--- config.mk ---
export PLATFORM = sky130hd
export DESIGN_NAME = nn_move_selector
export DESIGN_NICKNAME = d
export VERILOG_FILES = /design/src/rtl/nn_move_selector.sv
export SDC_FILE = /design/constraint.sdc
export NUM_CORES = 1
export LEC_CHECK = 0
export CAP_MARGIN = 20
export CORE_MARGIN = 2
export CORE_UTILIZATION = 53
export CTS_CLUSTER_SIZE = 14
export DETAILED_ROUTE_END_ITERATION = 8
export HOLD_SLACK_MARGIN = 0.08
export PLACE_DENSITY_LB_ADDON = 0.12
export RECOVER_POWER = 100
export SLEW_MARGIN = 5
export SYNTH_ARGS = -nofsm -noshare
export SYNTH_HDL_FRONTEND = slang
export SYNTH_SLANG_ARGS = --single-unit
export TNS_END_PERCENT = 50
--- constraint.sdc ---
create_clock -name Clk -period 5.3 [get_ports Clk]
set_input_delay 1.59 -clock Clk [delete_from_list [all_inputs] [get_ports Clk]]
set_output_delay 1.59 -clock Clk [all_outputs]
set_load 0.1 [all_outputs]
--- src/rtl/nn_move_selector.sv ---
// ---------------------------------------------------------------------------
// nn_move_selector
//   Picks the network's move from the final-layer output: the best-scoring
//   cell that is not already occupied. A request carries one signed score per
//   cell and an occupancy mask. The block walks the cells one per clock and
//   hands back the winning index over a valid/ready handshake.
//
//   Ports
//     Clk          rising-edge clock
//     reset        asynchronous, active-high; discards any in-flight request
//     in_valid     request present
//     in_ready     request accepted on this edge when high (IDLE only)
//     in_scores    cell i at [i*SCORE_W +: SCORE_W], two's complement
//     in_occupied  1 = cell taken, never selected
//     select_min   0 = choose the highest score, 1 = choose the lowest
//     out_valid    result present, held until out_ready
//     out_ready    consumer takes the result
//     out_idx      selected cell (0 when no legal move)
//     out_score    score of selected cell (0 when no legal move)
//     out_none     every cell occupied, no legal move
//     busy         scanning or holding a result
// ---------------------------------------------------------------------------
module nn_move_selector #(
    parameter int NUM_CELLS = 9,
    parameter int SCORE_W   = 7,
    parameter int IDX_W     = $clog2(NUM_CELLS)
) (
    input  logic                         Clk,
    input  logic                         reset,
    input  logic                         in_valid,
    output logic                         in_ready,
    input  logic [NUM_CELLS*SCORE_W-1:0] in_scores,
    input  logic [NUM_CELLS-1:0]         in_occupied,
    input  logic                         select_min,
    output logic                         out_valid,
    input  logic                         out_ready,
    output logic [IDX_W-1:0]             out_idx,
    output logic [SCORE_W-1:0]           out_score,
    output logic                         out_none,
    output logic                         busy
);

    typedef enum logic [1:0] {
        S_IDLE = 2'd0,
        S_SCAN = 2'd1,
        S_DONE = 2'd2
    } state_t;

    localparam logic [IDX_W-1:0] LAST_IDX = IDX_W'(NUM_CELLS - 1);

    state_t                       state_q,     state_d;
    logic [IDX_W-1:0]             cnt_q,       cnt_d;
    logic                         found_q,     found_d;
    logic signed [SCORE_W-1:0]    best_q,      best_d;
    logic [IDX_W-1:0]             best_idx_q,  best_idx_d;
    logic [NUM_CELLS*SCORE_W-1:0] scores_q,    scores_d;
    logic [NUM_CELLS-1:0]         occ_q,       occ_d;
    logic                         min_q,       min_d;
    logic                         out_valid_q, out_valid_d;
    logic [IDX_W-1:0]             out_idx_q,   out_idx_d;
    logic [SCORE_W-1:0]           out_score_q, out_score_d;
    logic                         out_none_q,  out_none_d;

    // Latched scores viewed as a signed array so the scan can index by cnt.
    logic signed [SCORE_W-1:0] cell_score [NUM_CELLS];

    genvar gi;
    generate
        for (gi = 0; gi < NUM_CELLS; gi++) begin : g_unpack
            assign cell_score[gi] = scores_q[gi*SCORE_W +: SCORE_W];
        end
    endgenerate

    logic signed [SCORE_W-1:0] cur_score;
    logic                      take_cand;

    always_comb begin
        cur_score = cell_score[cnt_q];
        // Non-strict compare so that on a tie the later (higher) index wins.
        take_cand = !occ_q[cnt_q] &&
                    (!found_q || (min_q ? (cur_score <= best_q)
                                        : (cur_score >= best_q)));
    end

    always_comb begin
        state_d     = state_q;
        cnt_d       = cnt_q;
        found_d     = found_q;
        best_d      = best_q;
        best_idx_d  = best_idx_q;
        scores_d    = scores_q;
        occ_d       = occ_q;
        min_d       = min_q;
        out_valid_d = out_valid_q;
        out_idx_d   = out_idx_q;
        out_score_d = out_score_q;
        out_none_d  = out_none_q;

        case (state_q)
            S_IDLE: begin
                if (in_valid) begin
                    scores_d   = in_scores;
                    occ_d      = in_occupied;
                    min_d      = select_min;
                    cnt_d      = '0;
                    found_d    = 1'b0;
                    best_d     = '0;
                    best_idx_d = '0;
                    state_d    = S_SCAN;
                end
            end
            S_SCAN: begin
                if (take_cand) begin
                    best_d     = cur_score;
                    best_idx_d = cnt_q;
                    found_d    = 1'b1;
                end
                if (cnt_q == LAST_IDX) begin
                    // Result registers load from the post-update values so the
                    // final cell is included in this same edge.
                    state_d     = S_DONE;
                    out_valid_d = 1'b1;
                    out_none_d  = !found_d;
                    out_idx_d   = found_d ? best_idx_d : '0;
                    out_score_d = found_d ? best_d : '0;
                end else begin
                    cnt_d = cnt_q + IDX_W'(1);
                end
            end
            S_DONE: begin
                if (out_ready) begin
                    out_valid_d = 1'b0;
                    state_d     = S_IDLE;
                end
            end
            default: begin
                state_d     = S_IDLE;
                out_valid_d = 1'b0;
            end
        endcase
    end

    always_ff @(posedge Clk or posedge reset) begin
        if (reset) begin
            state_q     <= S_IDLE;
            cnt_q       <= '0;
            found_q     <= 1'b0;
            best_q      <= '0;
            best_idx_q  <= '0;
            scores_q    <= '0;
            occ_q       <= '0;
            min_q       <= 1'b0;
            out_valid_q <= 1'b0;
            out_idx_q   <= '0;
            out_score_q <= '0;
            out_none_q  <= 1'b0;
        end else begin
            state_q     <= state_d;
            cnt_q       <= cnt_d;
            found_q     <= found_d;
            best_q      <= best_d;
            best_idx_q  <= best_idx_d;
            scores_q    <= scores_d;
            occ_q       <= occ_d;
            min_q       <= min_d;
            out_valid_q <= out_valid_d;
            out_idx_q   <= out_idx_d;
            out_score_q <= out_score_d;
            out_none_q  <= out_none_d;
        end
    end

    assign in_ready  = (state_q == S_IDLE);
    assign busy      = (state_q != S_IDLE);
    assign out_valid = out_valid_q;
    assign out_idx   = out_idx_q;
    assign out_score = out_score_q;
    assign out_none  = out_none_q;

endmodule

# --- Word level (Yosys, flattened, before mapping) ---
# Index checks and enable logic that the tools add are counted.
classes:
  add_sub_neg: 1
  mul: 0
  n_div: 0
  n_lt_le_gt_ge: 4
  n_eq_ne: 7
  shift: 0
  muxes: 27
  bitwise_logic: 2
  reduce_logical: 14
op_table:
  columns: ["operator", "count"]
  rows:
  - ["7-bit 2-to-1 mux", 5]
  - ["7-bit binary-select mux with 4-bit select", 1]
  - ["4-bit 2-to-1 mux", 4]
  - ["4-bit one-hot mux with 2 select lines", 2]
  - ["7-bit one-hot mux with 2 select lines", 1]
  - ["3-bit AND reduction", 3]
  - ["2-bit != test, second input constant", 4]
  - ["7-bit >= comparator", 1]
  - ["7-bit <= comparator", 1]
  - ["1-bit 2-to-1 mux", 7]
  - ["2-bit 2-to-1 mux", 3]
  - ["2-bit one-hot mux with 3 select lines", 1]
  - ["2-bit AND reduction", 3]
  - ["5-bit >= comparator, second input constant", 1]
  - ["4-bit by 5-bit < comparator with 1-bit output, second input constant", 1]
  - ["4-bit inverter with 5-bit output", 1]
  - ["4-bit by 1-bit adder with 4-bit output, second input constant", 1]
  - ["1-bit binary-select mux with 4-bit select", 1]
  - ["4-bit equality test, second input constant", 1]
  - ["2-bit nonzero test", 2]
  - ["1-bit zero test", 3]
  - ["1-bit one-hot mux with 3 select lines", 1]
  - ["2-bit by 1-bit equality test with 1-bit output, second input constant", 1]
  - ["2-bit equality test, second input constant", 1]
  - ["5 further kinds", 5]
word_totals:
  register_bits: 104
  latch_bits: 0
  mem_bits_rw: 0
  mem_bits_ro: 0
  input_bits: 77
  output_inout_bits: 15
  wordCells: 67
  mem_count: 0

# --- Logic depth before layout (Yosys ltp) ---
# Gate-level depths: netlist of the first run.
depth:
  word_depth: 11
  depth_mapped: 12
  depth_no_buf: 9

# --- Worst setup path after synthesis of the first run ---
# No wires, ideal clock.
synth_path:
  kind: "reg-to-output"
  startpoint: "register state_q[0]"
  endpoint: "output port busy"
  arrival_time_ns: 2.686
  required_ns: 3.710
  slack_ns: 1.024
  path_stages_with_launch: 3
  n_path_buf: 0
  path_cell_list: "dfrtp_1 -> nor2_1 -> inv_1"
synth_via:
  elab_chain_cells: 1
synth_lines:
  columns: ["element", "line", "text"]
  rows:
  - ["from (decl)", "51", "state_t state_q, state_d;"]
  - ["from (signal assigned)", "158", "state_q <= state_d;"]
  - ["2-bit nonzero test", "174", "assign busy = (state_q != S_IDLE);"]
  - ["to (decl)", "40", "output logic busy"]
# No other way between the ends.

# --- Worst setup path in the final report of the first run ---
layout_path:
  startpoint: "input port in_valid"
  endpoint: "register scores_q[1]"
layout_via:
  elab_chain_cells: 1
layout_lines:
  columns: ["element", "line", "text"]
  rows:
  - ["from (decl)", "30", "input logic in_valid,"]
  - ["2-bit AND reduction (no line)", null, null]
  - ["to (signal assigned)", "163", "scores_q <= scores_d;"]
  - ["to (decl)", "56", "logic [NUM_CELLS*SCORE_W-1:0] scores_q, scores_d;"]
# No other way between the ends.
# A chain may end at the register's enable or synchronous reset.

==> results of run 1 <==
==> critical path: stages <==
cell           delay [ns]
dlygate4sd3_1        0.54
and2_0               1.67
buf_4                0.56
nand2_1              0.13
nand2_1              0.07
==> power groups by stage <==
| stage | clock network (mW) | logic (mW) | registers [mW] |
|---|---|---|---|
| floorplan | 0 | 1.53 | 1.57 |
| global placement | 0 | 2.05 | 1.44 |
| detailed placement | 0 | 2.14 | 1.43 |
| CTS | 0.515 | 2.15 | 1.42 |
| global route | 0.541 | 2.29 | 1.46 |
| finish | 0.507 | 2.07 | 1.42 |
==> sequential cells by signal, summed over array words and instances (netlist names) <==
signal	count
best_idx_q	4
best_q	7
cnt_q	4
found_q	1
min_q	1
occ_q	9
out_idx	4
out_none	1
out_score	7
out_valid	1
scores_q	63
state_q	2
==> placed cells by master, fill, tap and decap left out, types with 6 or more instances in the layout <==
cell             count
inv_1               10
o21ai_0             13
dfrtp_1            104
nand2_1            245
ha_1                 9
clkdlybuf4s50_1     74
mux2_2              17
nor2_1              19
dlygate4sd3_1       17
clkbuf_8             9
a31oi_1              8
nand3_1             13
buf_4                6
mux4_2               8
mux2i_1              6
o221ai_1             7
a211o_1              7
and2_1              13
==> through the flow <==
step / total power [mW] / hold WS [ns] / utilization [%] / area (sq um)
after detailed placement: 3.58 / 0.459 / 65.1 / 6020
after global placement: 3.49 / 0.454 / 65.1 / 6020
after floorplan: 3.10 / 0.438 / - / 5050
final: 4.00 / 0.480 / 67.2 / 6210
after CTS: 4.08 / 0.483 / 67.3 / 6220
after global routing: 4.30 / 0.509 / 67.2 / 6210
==> cell type report <==
class | count | area [sq um]
Fill cell | 771 | 3030
Tap cell | 129 | 161
Sequential cell | 104 | 2600
Timing Repair Buffer | 98 | 961
Clock buffer | 9 | 124
Clock inverter | 7 | 78.8
Inverter | 12 | 46.3
Multi-Input combinational cell | 403 | 2230
==> routing by layer <==
metal  wire, um  vias to the layer above
met2       5480                       89
met4        143                        0
li1           -                     1966
met3        424                       14
met1       5360                     1915
met5          0                        -
==> cells by family after synthesis <==
kind of cell / share of synthesized area (%)
buf+inv: 3.91
simple gates: 24.9
xor+xnor: 0.347
mux: 9.73
fa+ha+maj: 2.23
flops: 51.5
compound gates: 7.33
==> cells in the mapped netlist (4+ instances only) <==
cell	count
nor2_1	19
a21oi_1	5
inv_1	11
and2_1	14
ha_1	9
clkbuf_1	23
mux2_2	17
a31oi_1	8
o21ai_0	13
mux4_2	8
a211o_1	7
nand3_1	13
dfrtp_1	104
nand2_1	245
mux2i_1	6
mux2_4	4
buf_2	5
o221ai_1	7
==> path summary, 6_finish.rpt <==
path	from	end	slack, ns	cells past startpoint
max	in_valid	scores_q[1]$_DFFE_PP0P_	1.02	5
min	scores_q[20]$_DFFE_PP0P_	scores_q[20]$_DFFE_PP0P_	0.48	2
max reg2reg	cnt_q[0]$_DFFE_PP0P_	best_q[4]$_DFFE_PP0P_	1.11	10
min reg2reg	scores_q[20]$_DFFE_PP0P_	scores_q[20]$_DFFE_PP0P_	0.48	2
max in group asynchronous	reset	scores_q[49]$_DFFE_PP0P_	1.30	4
min in group asynchronous	reset	best_q[5]$_DFFE_PP0P_	1.96	2
==> key figures, run 1 <==
Run status
  – Status: finished, violations left
  – Failing checks: max-capacitance violations, max-slew violations

Cells and area
  – Antenna diodes: 0
  – Area grow syn2layout: 22.9%
  – Finished Layout Cells: 762
  – Layout Nets: 714
  – Layout cells sized above 1: 8.53%

Floorplanning
  – Site Rows: 35
  – I/O pins: 92
  – Starting Density: 54.7%
  – Die Y: 102 um
  – Core area: 0.00924 sq mm
  – Chip Width: 102 um
  – DIE AREA: 0.0103 sq mm

Route
  – DRT Wirelength: 11,400 um
  – Initial DRC count: 186
  – Wire per inst: 15.0 um
  – Vias: 3,984
  – ANT nets after route: 0
  – Vias/cell: 5.23
  – # DRC: 0
  – Detailed Routing Iterations Pass 1: 4

Clock tree
  – CTS Root Cell: clkbuf_8
  – Clk buf depth: 2
  – Post-CTS Hold Buffers: 0
  – Clk_lat worst skew: 0.36 ns
  – Clk sinks: 104
  – CTS clk-pin slew, worst paths: 0.10 ns
  – CTS tree: yes
  – Post-CTS Resized: 0
  – H-tree level count: 3
  – Setup bufs post-CTS: 0
  – CTS buffer count: 9

Synthesis
  – Top_reg_cell synth: dfrtp_1
  – Synth Instances: 551
  – Seq cells post-synth: 104
  – Warnings, synthesis: 0
  – Synth Net Count: 637
  – Area of the mapped netlist: 0.00505 sq mm
  – Distinct cell type count after synthesis: 42
  – Ys async rst share: 100%
  – Synth area leader: dfrtp_1
  – Synthesized area per cell: 9.17 sq um
  – Synth top area cells: dfrtp_1 52%, nand2_1 18%, mux2_2 3.8%
  – Area share of the largest cell type after synthesis: 51.5%
  – Register area share after synthesis: 51.5%
  – EDFF count, synth: 0

GRT
  – Gr busiest metal: met2
  – Initial antenna violation count: 0
  – Global-route wire length before repair: 18,800 um
  – Routing usage on met3: 4.62%
  – Total grt overflow: 0
  – GR Layer Usage met1: 32.1%
  – Vias in the first global route: 3,955
  – Pin count of the biggest net entering global routing: 89
  – Total GRT Usage: 23.2%
  – Met2 usage: 38.1%

STA
  – Post-layout min period: 4.28 ns
  – RSZ-0062 raised after global routing: false
  – Final Hold Viols: 0
  – Skew final: 0.0110 ns
  – Peak Freq: 234 MHz
  – Post-route setup slack: 1.02 ns
  – Worst Max-Slew Pin Slew: 2.28 ns
  – Slew margin rel.: -52.0%
  – Max-slew violation count: 48
  – Setup TNS: 0 ns
  – Final setup violation count: 0
  – Final critical-path share of the clock period: 80.8%

Power and ir drop
  – Int Pwr: 2.17 mW
  – Worst ir drop on vdd: 0.000285 V
  – Switching share of power: 45.7%
  – NetSw: 1.83 mW
  – Power Dens Cells: 644 mW/mm^2
  – Clock power frac: 12.7%
  – Logic pwr share: 51.8%
  – Sequential Power Share: 35.5%
  – Leak: 3.03 nW

Placed design
  – Port buffer count: 91
  – Post-place setup slack: 1.35 ns
  – Placer Congestion: 0.849
  – DPL Wire Length: 8230 um
  – Placed Cells: 744

Worst setup path
  – Setup Crit Path Kind: in2reg
  – Worst-path maximum fanout: 47
  – WP data arrival: 4.58 ns
  – Crit path launch type: input pin
  – Worst EP required: 5.60 ns
  – CP endpoint kind: register

Hold path
  – Worst hold path type: reg2reg

Run
  – Max-Cap Viols: 1
(Power assumes the default switching activity.)
==> run 2, diff against run 1 <==
--- a/config.mk
+++ b/config.mk
@@ -7,7 +7,7 @@
 export LEC_CHECK = 0
 export CAP_MARGIN = 20
 export CORE_MARGIN = 2
-export CORE_UTILIZATION = 53
+export CORE_UTILIZATION = 48
 export CTS_CLUSTER_SIZE = 14
 export DETAILED_ROUTE_END_ITERATION = 8
 export HOLD_SLACK_MARGIN = 0.08
==> constraint.sdc (replaced) <==
create_clock -name Clk -period 3.85 [get_ports Clk]
set_input_delay 1.155 -clock Clk [delete_from_list [all_inputs] [get_ports Clk]]
set_output_delay 1.155 -clock Clk [all_outputs]
set_load 0.1 [all_outputs]
==> key figures, run 2 (same netlist as run 1, synthesis figures left out) <==
Placed design
  – Post-place setup slack: 0.423 ns (-0.932 ns)
  – Placer Congestion: 0.863 (+1.7%)
  – Port buffer count: 91 (unchanged)
  – DPL Wire Length: 8290 um (+0.78%)

Worst setup path
  – Setup Crit Path Kind: reg2reg
  – Critical Path Start: cnt_q[1]$_DFFE_PP0P_
  – Worst path max stage delay: 0.72 ns (-0.95 ns)
  – Crit path launch type: register
  – CP endpoint kind: register
  – Worst-path maximum fanout: 14 (-70%)
  – FF-to-FF Start: cnt_q[1]$_DFFE_PP0P_
  – Worst path slowest cell: dfrtp_1
  – Most frequent CP cell: o21ai_0
  – Worst EP required: 4.11 ns (-1.49 ns)
  – Worst Path Buf+Inv: 1 (-1)
  – Critical path cell sequence: nand2b_1, o221ai_1, o21ai_0, ha_1, nand4_1, o21ai_0, or4_1, clkbuf_1, a31o_2, o311ai_0
  – Crit-path leading delay family: simple AND/OR/NAND/NOR gates
  – WP data arrival: 3.81 ns (-0.77 ns)

STA
  – Post-layout min period: 3.55 ns
  – Post-route setup slack: 0.298 ns (-0.722 ns)
  – RSZ-0062 raised after global routing: false
  – Final Hold Viols: 0 (unchanged)
  – Max-slew violation count: 145 (+200%)
  – Final critical-path share of the clock period: 92.3%
  – Slew margin rel.: -48.9% (+3.0 points)
  – Peak Freq: 282 MHz
  – Worst Max-Slew Pin Slew: 2.23 ns (-0.0443 ns)
  – Final setup violation count: 0 (unchanged)
  – Skew final: 0.0104 ns (-0.000665 ns)
  – Setup TNS: 0 ns (unchanged)

Cells and area
  – Layout Nets: 717 (+0.42%)
  – Antenna diodes: 0 (unchanged)
  – Filler instances: 911 (+18%)
  – Commonest non-fill, non-tap cell in the layout: nand2_1
  – Top Registers: scores_q: 63 flops, occ_q: 9 flops
  – Most frequent cells in the layout: 244 x nand2_1, 104 x dfrtp_1, 75 x clkdlybuf4s50_1
  – Layout cells sized above 1: 8.96% (+0.43 points)
  – Register area: 0.00260 sq mm (unchanged)
  – Reg with most FFs: scores_q
  – Number of flip-flops in the largest register: 63 (unchanged)
  – Area of the multi-input gates: 0.00224 sq mm (+0.22%)
  – Area grow syn2layout: 21.9%

Clock tree
  – Clk buf depth: 2 (unchanged)
  – CTS tree: yes
  – Post-CTS Resized: 0 (unchanged)
  – Setup bufs post-CTS: 0 (unchanged)
  – Clk sinks: 104 (unchanged)
  – Post-CTS Hold Buffers: 0 (unchanged)
  – H-tree level count: 3 (unchanged)
  – Clk_lat worst skew: 0.37 ns (about the same)
  – CTS buffer count: 9 (unchanged)
  – CTS Root Cell: clkbuf_8
  – CTS clk-pin slew, worst paths: 0.11 ns (about the same)

Route
  – Wire per inst: 14.9 um (-0.21%)
  – ANT nets after route: 0 (unchanged)
  – DRT Wirelength: 11,500 um (+1.1%)
  – Detailed Routing Iterations Pass 1: 4 (unchanged)
  – Initial DRC count: 171 (-8.1%)
  – Vias: 4,008 (+0.60%)
  – Vias/cell: 5.19 (-0.70%)
  – # DRC: 0 (unchanged)

Power and ir drop
  – Power Dens Cells: 895 mW/mm^2 (+39%)
  – Worst ir drop on vdd: 0.000435 V (+53%)
  – Total power: 5.51 mW (+38%)
  – Leak: 2.97 nW (-2.1%)

Floorplanning
  – Die Y: 107 um (+4.9%)
  – Core area: 0.0103 sq mm (+11%)
  – Chip Width: 107 um (+4.9%)
  – Site Rows: 37 (+5.7%)
  – DIE AREA: 0.0114 sq mm (+10%)
  – Starting Density: 49.2% (-5.5 points)
  – I/O pins: 92 (unchanged)

GRT
  – Vias in the first global route: 3,934 (-0.53%)
  – Total GRT Usage: 21.2% (-2.0 points)
  – Total grt overflow: 0 (unchanged)
  – Initial antenna violation count: 0 (unchanged)
  – Pin count of the biggest net entering global routing: 105 (+18%)
  – Global-route wire length before repair: 19,000 um (+1.1%)

Run status
  – Failing checks: max-capacitance violations, max-slew violations
  – Status: finished, violations left

Run
  – Max-Cap Viols: 2 (+1)

Hold path
  – Worst hold path type: reg2reg
  – Hold Crit Start: scores_q[8]$_DFFE_PP0P_
## run 2: path summary, 6_finish.rpt
| check | endpoint | slack, ns | depth (start not counted) |
|---|---|---|---|
| min | scores_q[8]$_DFFE_PP0P_ | 0.48 | 2 |
| max in group asynchronous | scores_q[6]$_DFFE_PP0P_ | 0.56 | 3 |
| min in group asynchronous | occ_q[3]$_DFFE_PP0P_ | 1.96 | 3 |
| max | out_idx[1]$_DFFE_PP0P_ | 0.30 | 10 |
| max reg2reg | out_idx[1]$_DFFE_PP0P_ | 0.30 | 10 |
| min reg2reg | scores_q[8]$_DFFE_PP0P_ | 0.48 | 2 |
## run 2: cell type report
cell class              instances  area share (%)
inverters                      12           0.793
flip-flops and latches        104            42.3
clock inverters                 7            1.26
repair buffers                101            14.5
clock buffers                   9            2.01
multi-input cells             403            36.4
well taps                     136            2.76
## run 2: power by group
part           switching [mW]  leakage (nW)  internal, mW
clock                   0.395        0.0885         0.305
combinational            1.81          1.58          1.08
sequential              0.335          1.30          1.59
total                    2.54          2.97          2.98
## run 2: metrics by stage
| step | hold slack, ns | instance area (sq um) | instances | util, % |
|---|---|---|---|---|
| floorplan | 0.438 | 5060 | 551 | - |
| global placement | 0.454 | 6050 | 756 | 58.9 |
| detailed placement | 0.459 | 6050 | 756 | 58.9 |
| CTS | 0.486 | 6250 | 772 | 60.8 |
| global route | 0.501 | 6160 | 772 | 59.9 |
| finish | 0.484 | 6160 | 772 | 59.9 |
## run 2: layer usage
metal,GRT usage (%),part of all wire (%),wire (um),vias up
met4,7.33,1.3,150,0
met5,0,0,0,-
met3,3.77,4.2,485,11
met2,33.3,47,5390,100
li1,-,-,-,1968
met1,29.9,48,5510,1929
## run 2: worst reg2reg max path: stages, from the launching register on
cell,delay (ns)
dfrtp_1,0.72
nand2b_1,0.32
o221ai_1,0.16
o21ai_0,0.37
ha_1,0.36
nand4_1,0.17
o21ai_0,0.10
or4_1,0.59
clkbuf_1,0.26
a31o_2,0.30
o311ai_0,0.09
